`src/rtl/game_pkg.sv`:
```
// game_pkg: shared cheese controller state encoding and default tuning values.
package game_pkg;
   typedef enum logic [2:0] {IDLE, GEN, SETTLE, CHECK, VISIBLE, RESPAWN, DONE} cheese_state_t;
   localparam int CHEESE_RESPAWN_FRAMES = 60;
   localparam int CHEESE_WIN_SCORE = 10;
   localparam int CHEESE_MAX_RETRY = 3;
   localparam int CHEESE_TIMEOUT_FRAMES = 600;
   function automatic int max_i(input int a, input int b);
      return a > b ? a : b;
   endfunction
endpackage

```
`src/rtl/cheese_spawn_ctrl_if.sv`:
```
// cheese_spawn_ctrl_if: request strobe and returned position of the random platform generator.
interface cheese_spawn_ctrl_if #(parameter int POS_W = 12);
   logic rnd_generate;
   logic [POS_W-1:0] rnd_x;
   logic [POS_W-1:0] rnd_y;
   modport master(output rnd_generate, input rnd_x, input rnd_y);
   modport slave(input rnd_generate, output rnd_x, output rnd_y);
endinterface

```
`src/rtl/cheese_spawn_ctrl_frame_timer.sv`:
```
// frame_timer: loadable frame_tick counter; done fires on the tick that reaches last.
module frame_timer #(
   parameter int CNT_W = 10
) (
   input  logic             clk,
   input  logic             rst,
   input  logic             load,
   input  logic             tick,
   input  logic [CNT_W-1:0] last,
   output logic             done
);
   logic [CNT_W-1:0] cnt;
   assign done = tick && cnt == last;
   always_ff @(posedge clk) begin
      if (rst || load) cnt <= '0;
      else if (tick) cnt <= cnt + CNT_W'(1);
   end
endmodule

```
`src/rtl/cheese_spawn_ctrl.sv`:
```
// cheese_spawn_ctrl: cheese spawn, collection, respawn delay, score and win sequencing.
// Defining CHEESE_TIMEOUT_EN relocates cheese left uncollected for TIMEOUT_FRAMES frames.
module cheese_spawn_ctrl
   import game_pkg::*;
#(
   parameter int RESPAWN_FRAMES = CHEESE_RESPAWN_FRAMES,
   parameter int MAX_RETRY      = CHEESE_MAX_RETRY,
   parameter int WIN_SCORE      = CHEESE_WIN_SCORE,
   parameter int SCORE_W        = 8,
   parameter int POS_W          = 12,
   parameter int TIMEOUT_FRAMES = CHEESE_TIMEOUT_FRAMES
) (
   input  logic               clk,
   input  logic               rst,
   input  logic               game_en,
   input  logic               frame_tick,
   input  logic               collect,
   cheese_spawn_ctrl_if.master gen,
   output logic [POS_W-1:0]   cheese_x,
   output logic [POS_W-1:0]   cheese_y,
   output logic               cheese_visible,
   output logic [SCORE_W-1:0] score,
   output logic               win
);
   localparam int CNT_W = $clog2(max_i(RESPAWN_FRAMES, TIMEOUT_FRAMES));
   localparam int RW = $clog2(MAX_RETRY + 1);
   cheese_state_t state, state_n;
   logic [RW-1:0] retry, retry_n;
   logic have_prev, have_prev_n;
   logic [POS_W-1:0] last_y, last_y_n, x_n, y_n;
   logic vis_n, win_n, gen_q, gen_n, load, tick_en, done;
   logic [SCORE_W-1:0] score_n;
   logic [CNT_W-1:0] last;
   assign gen.rnd_generate = gen_q;
   assign last = state == RESPAWN ? CNT_W'(RESPAWN_FRAMES - 1) : CNT_W'(TIMEOUT_FRAMES - 1);
`ifdef CHEESE_TIMEOUT_EN
   assign tick_en = frame_tick && (state == RESPAWN || state == VISIBLE);
`else
   assign tick_en = frame_tick && state == RESPAWN;
`endif
   frame_timer #(.CNT_W(CNT_W)) u_timer (
      .clk (clk),
      .rst (rst),
      .load(load),
      .tick(tick_en),
      .last(last),
      .done(done)
   );
   always_comb begin
      state_n = state;
      retry_n = retry;
      have_prev_n = have_prev;
      last_y_n = last_y;
      x_n = cheese_x;
      y_n = cheese_y;
      vis_n = cheese_visible;
      score_n = score;
      win_n = win;
      load = 1'b0;
      if (!game_en) begin
         state_n = IDLE;
         vis_n = 1'b0;
      end else begin
         case (state)
            IDLE: begin
               state_n = GEN;
               score_n = '0;
               win_n = 1'b0;
               have_prev_n = 1'b0;
               retry_n = '0;
            end
            GEN: state_n = SETTLE;
            SETTLE: state_n = CHECK;
            CHECK: begin
               if (have_prev && gen.rnd_y == last_y && retry < RW'(MAX_RETRY)) begin
                  retry_n = retry + RW'(1);
                  state_n = GEN;
               end else begin
                  x_n = gen.rnd_x;
                  y_n = gen.rnd_y;
                  last_y_n = gen.rnd_y;
                  have_prev_n = 1'b1;
                  retry_n = '0;
                  vis_n = 1'b1;
                  load = 1'b1;
                  state_n = VISIBLE;
               end
            end
            VISIBLE: begin
               if (collect) begin
                  vis_n = 1'b0;
                  score_n = score < SCORE_W'(WIN_SCORE) ? score + SCORE_W'(1) : score;
                  if (score_n == SCORE_W'(WIN_SCORE)) begin
                     win_n = 1'b1;
                     state_n = DONE;
                  end else begin
                     load = 1'b1;
                     state_n = RESPAWN;
                  end
               end
`ifdef CHEESE_TIMEOUT_EN
               else if (done) begin
                  vis_n = 1'b0;
                  state_n = GEN;
               end
`endif
            end
            RESPAWN: state_n = done ? GEN : RESPAWN;
            DONE: begin
               vis_n = 1'b0;
               win_n = 1'b1;
            end
            default: state_n = IDLE;
         endcase
      end
      gen_n = state_n == GEN;
   end
   always_ff @(posedge clk) begin
      if (rst) begin
         state <= IDLE;
         retry <= '0;
         have_prev <= 1'b0;
         last_y <= '0;
         cheese_x <= '0;
         cheese_y <= '0;
         cheese_visible <= 1'b0;
         score <= '0;
         win <= 1'b0;
         gen_q <= 1'b0;
      end else begin
         state <= state_n;
         retry <= retry_n;
         have_prev <= have_prev_n;
         last_y <= last_y_n;
         cheese_x <= x_n;
         cheese_y <= y_n;
         cheese_visible <= vis_n;
         score <= score_n;
         win <= win_n;
         gen_q <= gen_n;
      end
   end
endmodule

```
`src/flat_wrapper.sv`:
```
// flat-port wrapper written by rule: the top's interface ports become plain ports
module cheese_spawn_ctrl_flat import game_pkg::*;
#(
   parameter int RESPAWN_FRAMES = CHEESE_RESPAWN_FRAMES,
   parameter int MAX_RETRY      = CHEESE_MAX_RETRY,
   parameter int WIN_SCORE      = CHEESE_WIN_SCORE,
   parameter int SCORE_W        = 8,
   parameter int POS_W          = 12,
   parameter int TIMEOUT_FRAMES = CHEESE_TIMEOUT_FRAMES
)
  (clk, rst, game_en, frame_tick, collect, cheese_x, cheese_y, cheese_visible, score, win, gen_rnd_generate, gen_rnd_x, gen_rnd_y);
  cheese_spawn_ctrl_if #(.POS_W(POS_W)) gen_i ();
  input  logic clk;
  input  logic rst;
  input  logic game_en;
  input  logic frame_tick;
  input  logic collect;
  output logic [POS_W-1:0] cheese_x;
  output logic [POS_W-1:0] cheese_y;
  output logic cheese_visible;
  output logic [SCORE_W-1:0] score;
  output logic win;
  output wire logic [$bits(gen_i.rnd_generate)-1:0] gen_rnd_generate;
  input wire logic [$bits(gen_i.rnd_x)-1:0] gen_rnd_x;
  input wire logic [$bits(gen_i.rnd_y)-1:0] gen_rnd_y;
  assign gen_rnd_generate = gen_i.rnd_generate;
  assign gen_i.rnd_x = gen_rnd_x;
  assign gen_i.rnd_y = gen_rnd_y;
  cheese_spawn_ctrl #(.RESPAWN_FRAMES(RESPAWN_FRAMES), .MAX_RETRY(MAX_RETRY), .WIN_SCORE(WIN_SCORE), .SCORE_W(SCORE_W), .POS_W(POS_W), .TIMEOUT_FRAMES(TIMEOUT_FRAMES)) u_core (.clk(clk), .rst(rst), .game_en(game_en), .frame_tick(frame_tick), .collect(collect), .gen(gen_i), .cheese_x(cheese_x), .cheese_y(cheese_y), .cheese_visible(cheese_visible), .score(score), .win(win));
endmodule
```
`config.mk`:
```
export PLATFORM = sky130hd
export DESIGN_NAME = cheese_spawn_ctrl_flat
export DESIGN_NICKNAME = d
export VERILOG_FILES = /design/src/rtl/game_pkg.sv /design/src/rtl/cheese_spawn_ctrl_if.sv /design/src/rtl/cheese_spawn_ctrl_frame_timer.sv /design/src/rtl/cheese_spawn_ctrl.sv /design/src/flat_wrapper.sv
export SDC_FILE = /design/constraint.sdc
export NUM_CORES = 1
export LEC_CHECK = 0
export ABC_AREA = 1
export CAP_MARGIN = 20
export CORE_ASPECT_RATIO = 1.2
export CORE_MARGIN = 4
export CORE_UTILIZATION = 40
export CTS_CLUSTER_SIZE = 12
export DETAILED_ROUTE_END_ITERATION = 8
export PLACE_DENSITY = 0.67
export SETUP_SLACK_MARGIN = 0.02
export SLEW_MARGIN = 20
export SYNTH_ARGS = -nofsm -noshare
export SYNTH_HDL_FRONTEND = slang
export SYNTH_SLANG_ARGS = --single-unit
```
`constraint.sdc`:
```
create_clock -name clk -period 1.85 [get_ports clk]
set_input_delay 0.37 -clock clk [delete_from_list [all_inputs] [get_ports clk]]
set_output_delay 0.37 -clock clk [all_outputs]
set_load 0.02 [all_outputs]
```
**Word level (Yosys, flattened, before mapping)**

Index checks and enable logic that the tools add are counted.

- Register bits after elaboration: 51
- Bits of input ports: 29
- Output and inout port bits: 35
- Logic and storage cells: 71

- Add/sub/neg operators: 3
- Order comparisons: 2
- Equality and inequality tests: 13
- Multiplexer cells: 24
- Bitwise logic cells: 2
- Reductions and logical operators: 17

Operator list:

| kind | number |
|---|---|
| $pmux 3 s7 | 1 |
| $mux 8 | 2 |
| $pmux 8 s2 | 1 |
| $eq 12x12->1 | 1 |
| $mux 3 | 4 |
| $reduce_and 3->1 | 4 |
| $add 10x1->10 const B | 1 |
| $eq 10x10->1 | 1 |
| $mux 10 | 1 |
| $eq 3x3->1 const B | 3 |
| $add 8x1->8 const B | 1 |
| $eq 8x4->1 const B | 1 |
| $lt 8x4->1 const B | 1 |
| $mux 1 | 8 |
| $eq 3x1->1 const B | 2 |
| $eq 3x2->1 const B | 2 |
| $pmux 1 s3 | 2 |
| $reduce_bool 3->1 | 2 |
| $logic_and 1x1->1 | 4 |
| $mux 2 | 2 |
| $ne 2x2->1 const B | 2 |
| $pmux 1 s2 | 2 |
| $pmux 2 s2 | 1 |
| $reduce_and 4->1 | 1 |
| other kinds (9) | 11 |

**Logic depth before layout (Yosys ltp)**

Gate-level depths: netlist of run 1.

- Depth in word-level cells: 8
- Mapped depth: 13
- Mapped depth without buffers: 13

**Modules after synthesis**

Synthesis of run 1 repeated with hierarchy kept, for this count alone.

- Cell total of the unflattened synthesis: 403
- Area, all modules: 2668.8 um2

Modules (own cells, without submodules):

| module | instances | cells an instance | area each (um2) | seq. area each (um2) |
|---|---|---|---|---|
| cheese_spawn_ctrl | 1 | 299 | 2048.2 | 820.8 |
| frame_timer | 1 | 104 | 620.6 | 200.2 |

**Worst setup path before layout of run 1**

OpenSTA, ideal clock, no wires.

- Kind: flip-flop to flip-flop
- Start point: register u_core.score[1]
- End point: register u_core.u_timer.cnt[7]
- Library setup time: 0.119 ns
- Arrival time: 1.477 ns
- Data required time: 1.731 ns
- Slack: 0.255 ns
- Stages on the path, launching flop included: 12
- Buffers on the path: 0
- Period minus slack after synthesis: 1.595 ns
- Cell sequence: dfxtp_1 -> ha_1 -> inv_1 -> nand3_1 -> nand2_1 -> nor2_2 -> nand3_2 -> nand2_2 -> nand2_2 -> nand2_2 -> nand2_4 -> nor2_2

- Word-level cells in the longest chain between the ends: 8
- Elaborated cells on any way between the ends: 9
- Classes of those cells: add/sub: 1; order compare: 1; eq/ne: 1; mux: 5; reduce/logical: 1

Ends and longest elaborated chain:

| element | line | text |
|---|---|---|
| start, declared | cheese_spawn_ctrl.sv:22 | `output logic [SCORE_W-1:0] score,` |
| start signal, assigned | cheese_spawn_ctrl.sv:138 | `score <= score_n;` |
| $add 8x1->8 / $lt 8x4->1 (equally long branches) | cheese_spawn_ctrl.sv:92 | `score_n = score < SCORE_W'(WIN_SCORE) ? score + SCORE_W'(1) : score;` |
| $mux 8 (*) | cheese_spawn_ctrl.sv:92 |  |
| $eq 8x4->1 (*) | cheese_spawn_ctrl.sv:93 | `if (score_n == SCORE_W'(WIN_SCORE)) begin` |
| $mux 1 (*) | cheese_spawn_ctrl.sv:93 |  |
| $mux 1 (*) | cheese_spawn_ctrl.sv:90 | `if (collect) begin` |
| $pmux 1 s2 (*) | cheese_spawn_ctrl.sv:64 | `case (state)` |
| $mux 1 (*) | cheese_spawn_ctrl.sv:60 | `if (!game_en) begin` |
| $logic_or 1x1->1 (*) | cheese_spawn_ctrl_frame_timer.sv:15 | `if (rst \|\| load) cnt <= '0;` |
| end signal, assigned | cheese_spawn_ctrl_frame_timer.sv:16 | `else if (tick) cnt <= cnt + CNT_W'(1);` |
| end, declared | cheese_spawn_ctrl_frame_timer.sv:12 | `logic [CNT_W-1:0] cnt;` |

Mark *: on every way between the ends. The rest lies on a longest branch, timed or not.
A chain may end at the register's enable or synchronous reset.

**Worst setup path after layout of run 1**

- Start point: register u_core.score[3]
- End point: output port score[3]

RTL lines:

| element | line | text |
|---|---|---|
| end, declared | flat_wrapper.sv:21 | `output logic [SCORE_W-1:0] score;` |

No word-level cell between the ends.

==> results of run 1 <==
## final timing paths
check | to | slack, ps | cells after the start
worst min register to register | u_core.have_prev | 480 | 2
worst max-delay path | score[3] | 100 | 1
worst min-delay path | u_core.cheese_y[11] | 450 | 3
worst max register to register | u_core.gen.rnd_generate | 200 | 11
## state kept, by name, summed over array words and instances (netlist names)
register                 count
u_core.cheese_visible        1
u_core.cheese_x             12
u_core.cheese_y             12
u_core.gen.rnd_generate      1
u_core.have_prev             1
u_core.retry                 2
u_core.score                 8
u_core.state                 3
u_core.u_timer.cnt          10
u_core.win                   1
## final cells by class
class,count,share of cell area
Sequential cell,51,0.295
Clock buffer,8,0.0289
Timing Repair Buffer,79,0.221
Tap cell,82,0.0296
Inverter,44,0.0487
Multi-Input combinational cell,247,0.377
## what timing repair did
item,in CTS,in global routing
endpoints found under the setup margin,1,41
hold buffers,0,0
resized for setup,1,15
setup buffers,0,0
## through the flow
stage                     cells  cell area (µm²)  setup WS (ps)
after global placement      503             3330           -193
after global routing        511             3470           11.2
after detailed placement    503             3330           -296
after floorplan             350             2520            255
after CTS                   511             3430           20.3
final                       511             3470           98.7
## layer usage
layer  vias to the layer above  GRT usage  part of all wire
li1                       1253          -                 -
met5                         -          0                 0
met3                         5     0.0382             0.051
met4                         0     0.0549             0.014
met1                      1037      0.186              0.43
met2                        47      0.293              0.50
## worst reg2reg max path: cells and delay by family, from the launching register on
family	cells	cell delay (ps)
adders and majority gates	1	200
buffers and inverters	2	200
DFF	1	330
AOI/OAI and AO/OA	2	280
and+or+nand+nor	6	610
## kinds of logic after synthesis
kind of cell | after synthesis | synth area share
and+or+nand+nor | 168 | 0.315
muxes | 1 | 0.00397
xor gates and xnor gates | 12 | 0.0417
AOI/OAI and AO/OA | 63 | 0.134
DFF | 51 | 0.405
adders and majority gates | 3 | 0.0149
buffers and inverters | 52 | 0.0853
## cells in the final DEF (no fill, tap or decap), types with 3 or more instances in the layout
cell and instances:
nand2_1 60, clkbuf_8 7, xor2_1 9, a211oi_1 4, ha_1 3, nand3_2 4
clkdlybuf4s50_1 60, nand3_1 11, o21ai_0 33, nor2_2 20, dfxtp_1 49, buf_4 14
a21oi_1 19, nor2_4 6, xnor2_1 3, dlymetal6s2s_1 3, inv_1 37, inv_2 5
nand2_4 3, nor3_1 4, nand2_2 6, nor2_1 52
## power groups by stage
stage | combinational, mW | clock (mW) | sequential [mW]
after global placement | 0.198 | 0 | 1.14
final | 0.200 | 0.685 | 1.11
after detailed placement | 0.199 | 0 | 1.14
after floorplan | 0.0794 | 0 | 1.14
after CTS | 0.200 | 0.718 | 1.11
after global routing | 0.222 | 0.755 | 1.11
==> metrics, run 1 <==
clock slew at reported path FFs 90 ps; drt drc 0; vias in the first global route roughly 2300; Mean Syn Cell Area approximately 7.2 µm²; Max Buffers Root-to-Sink 2; row count 31; drt total wl around 5.7 mm; Syn-to-layout area delta 37.5%; CP arrival 1380 ps; Gate power share 0.100; unrepaired setup endpoints after global routing no; initial core utilization 0.414; Port-buffer cells 63; Worst Skew between 6 and 7 ps; fin nets 460; CTS Sinks just over 50; Synth Flop Type dfxtp_1; Max Cap Viol 0; Final Cycle Share 0.947; peak supply drop around 0.00035 V; CP max-delay cell clkdlybuf4s50_1; final number of hold-violating endpoints 0; Post-synth EDFFs 0; worst slew pin tran slightly below 300 ps; status finished, final reports clean; final setup fails 0; largest net degree at the start of global routing 20; Initial DRC Count 95; Clock Latency Late Sink around 290 ps; fillcell total 620; Clk pwr share 0.343; switching part of the total power 0.223; die footprint approximately 7600 µm²; Sw Pwr 0.445 mW; detailed placement HPWL around 4.4 mm; TritonCTS buffer count 5; Critical Path Max Stage Delay ~640 ps; post-route minimum period about 1800 ps; # IOs 64; TritonCTS clock tree yes; Via density approximately 4.6; share of power burned in registers 0.557; r2r startpoint u_core.retry[0]; WP data required about 1500 ps; post-synthesis cell area between 2000 and 3000 µm²; drt first pass iters 5; global placer's final weighted congestion approximately 0.81; min-delay src gen_rnd_y[11]; top post-synthesis cells by area dfxtp_1 40%, nand2_1 9.2%, nor2_1 8.2%; layout cells sized above 1 0.170; cell family with most CP delay buffers and inverters; H-tree depth 2; Power Dens Cells 576 nW/µm²; Leakage approximately 1.4 nW; Syn Nets around 380; Die Y 95.0 µm; vias 2342; Post-Syn Instances between 300 and 400; Yosys cell types 29; worst-path cell chain clkdlybuf4s50_1; antenna cell count 0; total negative slack 0 ps; Reg area roughly 1000 µm²; clk root buf clkbuf_8; Tot Pwr around 2 mW; Synth area leader dfxtp_1; yosys warns 0; initial antenna violation count 0; post-layout utilization of the core 0.570; worst hold slack roughly 450 ps; worst setup path start u_core.score[3]; commonest cells in the netlist 62 x nand2_1, 55 x nor2_1, 51 x dfxtp_1; CP Capture Type primary output; Core ar. roughly 6000 µm²; Hold Path Class input port to register; share of the synthesized area in the top cell type 0.405; final slew viol count 0; crit start category register; slew margin rel. 0.804; sequential share of the synthesized area 0.405; CP Max Fanout 6; total global-route track usage 0.163; routed length per instance 11.2 µm; WP buf/inv 1; Routed Antenna Nets 0; most frequent cell after synthesis nand2_1; Worst Setup Path Type register to primary output; #FFs+latches synth just over 50; Die W a little over 80 µm; total grt overflow 0; Fmax ~0.57 GHz; P_int 1.55 mW; first-pass GRT wire length between 9 and 10 mm; multi-input logic area around 1300 µm²; FFs w/ async S/R, synth 0
Note: power is estimated with default switching activity, not from simulation.
==> run 2, diff against run 1 <==
--- a/config.mk
+++ b/config.mk
@@ -8,7 +8,6 @@
 export ABC_AREA = 1
 export CAP_MARGIN = 20
 export CORE_ASPECT_RATIO = 1.2
-export CORE_MARGIN = 4
 export CORE_UTILIZATION = 40
 export CTS_CLUSTER_SIZE = 12
 export DETAILED_ROUTE_END_ITERATION = 8
==> metrics, run 2 (synthesis results as in run 1) <==
fillcell total 618 (was 620); vias 2329 (was 2342); CP Max Fanout 6 (unchanged); leading cell type in the layout, fill and taps excluded nand2_1; initial antenna violation count 0 (unchanged); Critical Path Max Stage Delay 650 ps (was 640 ps); antenna cell count 0 (unchanged); layout cells sized above 1 0.162 (was 0.170); switching part of the total power 0.229 (was 0.223); worst hold slack 446 ps (was 453 ps); detailed placement HPWL 4.23 mm (was 4.45 mm); cell family with most CP delay buffers and inverters (unchanged); drt first pass iters 4 (was 5); Initial DRC Count 64 (was 95); total global-route track usage 0.178 (was 0.163); WP data required 1480 ps (about the same); hold buffers post-CTS 0 (unchanged); # IOs 64 (unchanged); Top Registers u_core.cheese_x: 12 flops, u_core.cheese_y: 12 flops, u_core.u_timer.cnt: 10 flops (unchanged); TritonCTS clock tree yes (unchanged); Port-buffer cells 63 (unchanged); worst slew pin tran 322 ps (was 291 ps); TritonCTS buffer count 5 (unchanged); Power Dens Cells 564 nW/µm² (was 576 nW/µm²); Final Cycle Share 0.950 (was 0.947); Sw Pwr 0.446 mW (was 0.445 mW); post-route setup slack 93.2 ps (was 98.7 ps); die footprint 6630 µm² (was 7650 µm²); Leakage 1.43 nW (was 1.42 nW); CP Capture Type primary output (unchanged); total grt overflow 0 (unchanged); pre-CTS setup slack -242 ps (was -296 ps); worst-path cell chain clkdlybuf4s50_1 (unchanged); Inst Count DP 501 (was 503); H-tree depth 2 (unchanged); Routed Antenna Nets 0 (unchanged); final number of hold-violating endpoints 0 (unchanged); Syn-to-layout area delta 36.9% (was 37.5%); Fmax 0.569 GHz (was 0.571 GHz); P_int 1.50 mW (was 1.55 mW); Core ar. 6050 µm² (was 6090 µm²); final setup fails 0 (unchanged); routed length per instance 10.9 µm (was 11.2 µm); CP max-delay cell clkdlybuf4s50_1 (unchanged); Via density 4.58 (about the same); clock slew at reported path FFs 90 ps (about the same); Worst Skew 2.92 ps (was 6.15 ps); Max Cap Viol 0 (unchanged); drt drc 0 (unchanged); global placer's final weighted congestion 0.790 (was 0.809); final slew viol count 0 (unchanged); Clk pwr share 0.327 (was 0.343); post-route minimum period 1760 ps (was 1750 ps); Gate power share 0.103 (was 0.100); row count 31 (unchanged); WP buf/inv 1 (unchanged); CP arrival 1390 ps (was 1380 ps); largest net degree at the start of global routing 25 (was 20); vias in the first global route 2230 (was 2330); final std cells w/o fill 509 (was 511); fin nets 459 (was 460); CTS Sinks 51 (unchanged); Hold Path Class input port to register (unchanged); first-pass GRT wire length 9.20 mm (was 9.97 mm); multi-input logic area 1330 µm² (was 1310 µm²); initial core utilization 0.417 (was 0.414); slew margin rel. 0.785 (was 0.804); share of power burned in registers 0.571 (was 0.557); peak supply drop 0.000443 V (was 0.000346 V); commonest cells after routing, fill and taps aside 60 x nand2_1, 58 x clkdlybuf4s50_1, 53 x nor2_1 (was 60 x nand2_1, 60 x clkdlybuf4s50_1, 52 x nor2_1); clk root buf clkbuf_8 (unchanged); Worst Setup Path Type register to primary output (unchanged); drt total wl 5.55 mm (was 5.74 mm); Max Buffers Root-to-Sink 2 (unchanged); Die W 74.5 µm (was 80.5 µm); crit start category register (unchanged); Clock Latency Late Sink 300 ps (was 290 ps); status finished, final reports clean (unchanged); Die Y 89.0 µm (was 95.0 µm); unrepaired setup endpoints after global routing no (unchanged); Reg area 1020 µm² (about the same)
run 2: cell types whose count changed in the layout (fill, tap and decap cells not counted), sizes merged:
cell and change:
dlymetal6s2s +1, clkinv +1, dlygate4sd2 +1, clkdlybuf4s50 -2
buf -2, nand2 +1, clkbuf -2
run 2: worst register-to-register path, cell delays in order (launching register included):
cell and delay, ps:
dfxtp_1 340, ha_1 200, inv_1 50, nand2_1 50, a21oi_1 130, nand3_1 100
nor2_2 110, nand2_1 80, buf_4 150, nand2_2 60, nand2_2 70, nand2_4 110
nand2_4 90, nor2_2 90
run 2: area by class of cell:
| class | count | share of cell area |
|---|---|---|
| clock buffers | 6 | 0.0239 |
| inverters | 44 | 0.0489 |
| multi-input cells | 248 | 0.384 |
| repair buffers | 77 | 0.217 |
| flip-flops and latches | 51 | 0.296 |
| well taps | 82 | 0.0297 |
| clock inverters | 1 | 0.00145 |
run 2: stage by stage:
step                      utilization  setup TNS (ps)  total power, mW  instance area, µm²
final                           0.571               0             1.95                3450
after global routing            0.571               0             2.04                3450
after floorplan                     -               0             1.22                2520
after CTS                       0.562               0             1.97                3400
after detailed placement        0.547           -6790             1.33                3310
after global placement          0.547           -5280             1.33                3310
run 2: power by group through the flow:
stage	Clock, mW	Combinational, mW	Sequential [mW]
3_3_place_gp	0	0.195	1.14
4_1_cts	0.659	0.196	1.11
3_5_place_dp	0	0.195	1.14
2_1_floorplan	0	0.0794	1.14
5_1_grt	0.710	0.221	1.11
6_report	0.637	0.200	1.11
run 2: repair_timing:
item                       CTS  global route
setup buffers                0             0
pin swaps                    0             4
setup endpoints to repair    1            39
gates resized for setup      1            14
gates cloned                 0             1
run 2: routing by layer:
metal	track usage	share of wire	up-vias
met4	0.0617	0.013	0
met5	0	0	-
met2	0.337	0.51	42
met3	0.0383	0.039	6
met1	0.191	0.44	1031
li1	-	-	1250
run 2: worst paths after layout:
kind | startpoint | endpoint | slack (ps) | cells after the start
worst max-delay path | u_core.score[3] | score[3] | 90 | 1
worst min-delay path | gen_rnd_y[8] | u_core.cheese_y[8] | 450 | 3
worst max register to register | u_core.retry[0] | u_core.u_timer.cnt[0] | 170 | 13
worst min register to register | u_core.win | u_core.win | 480 | 2
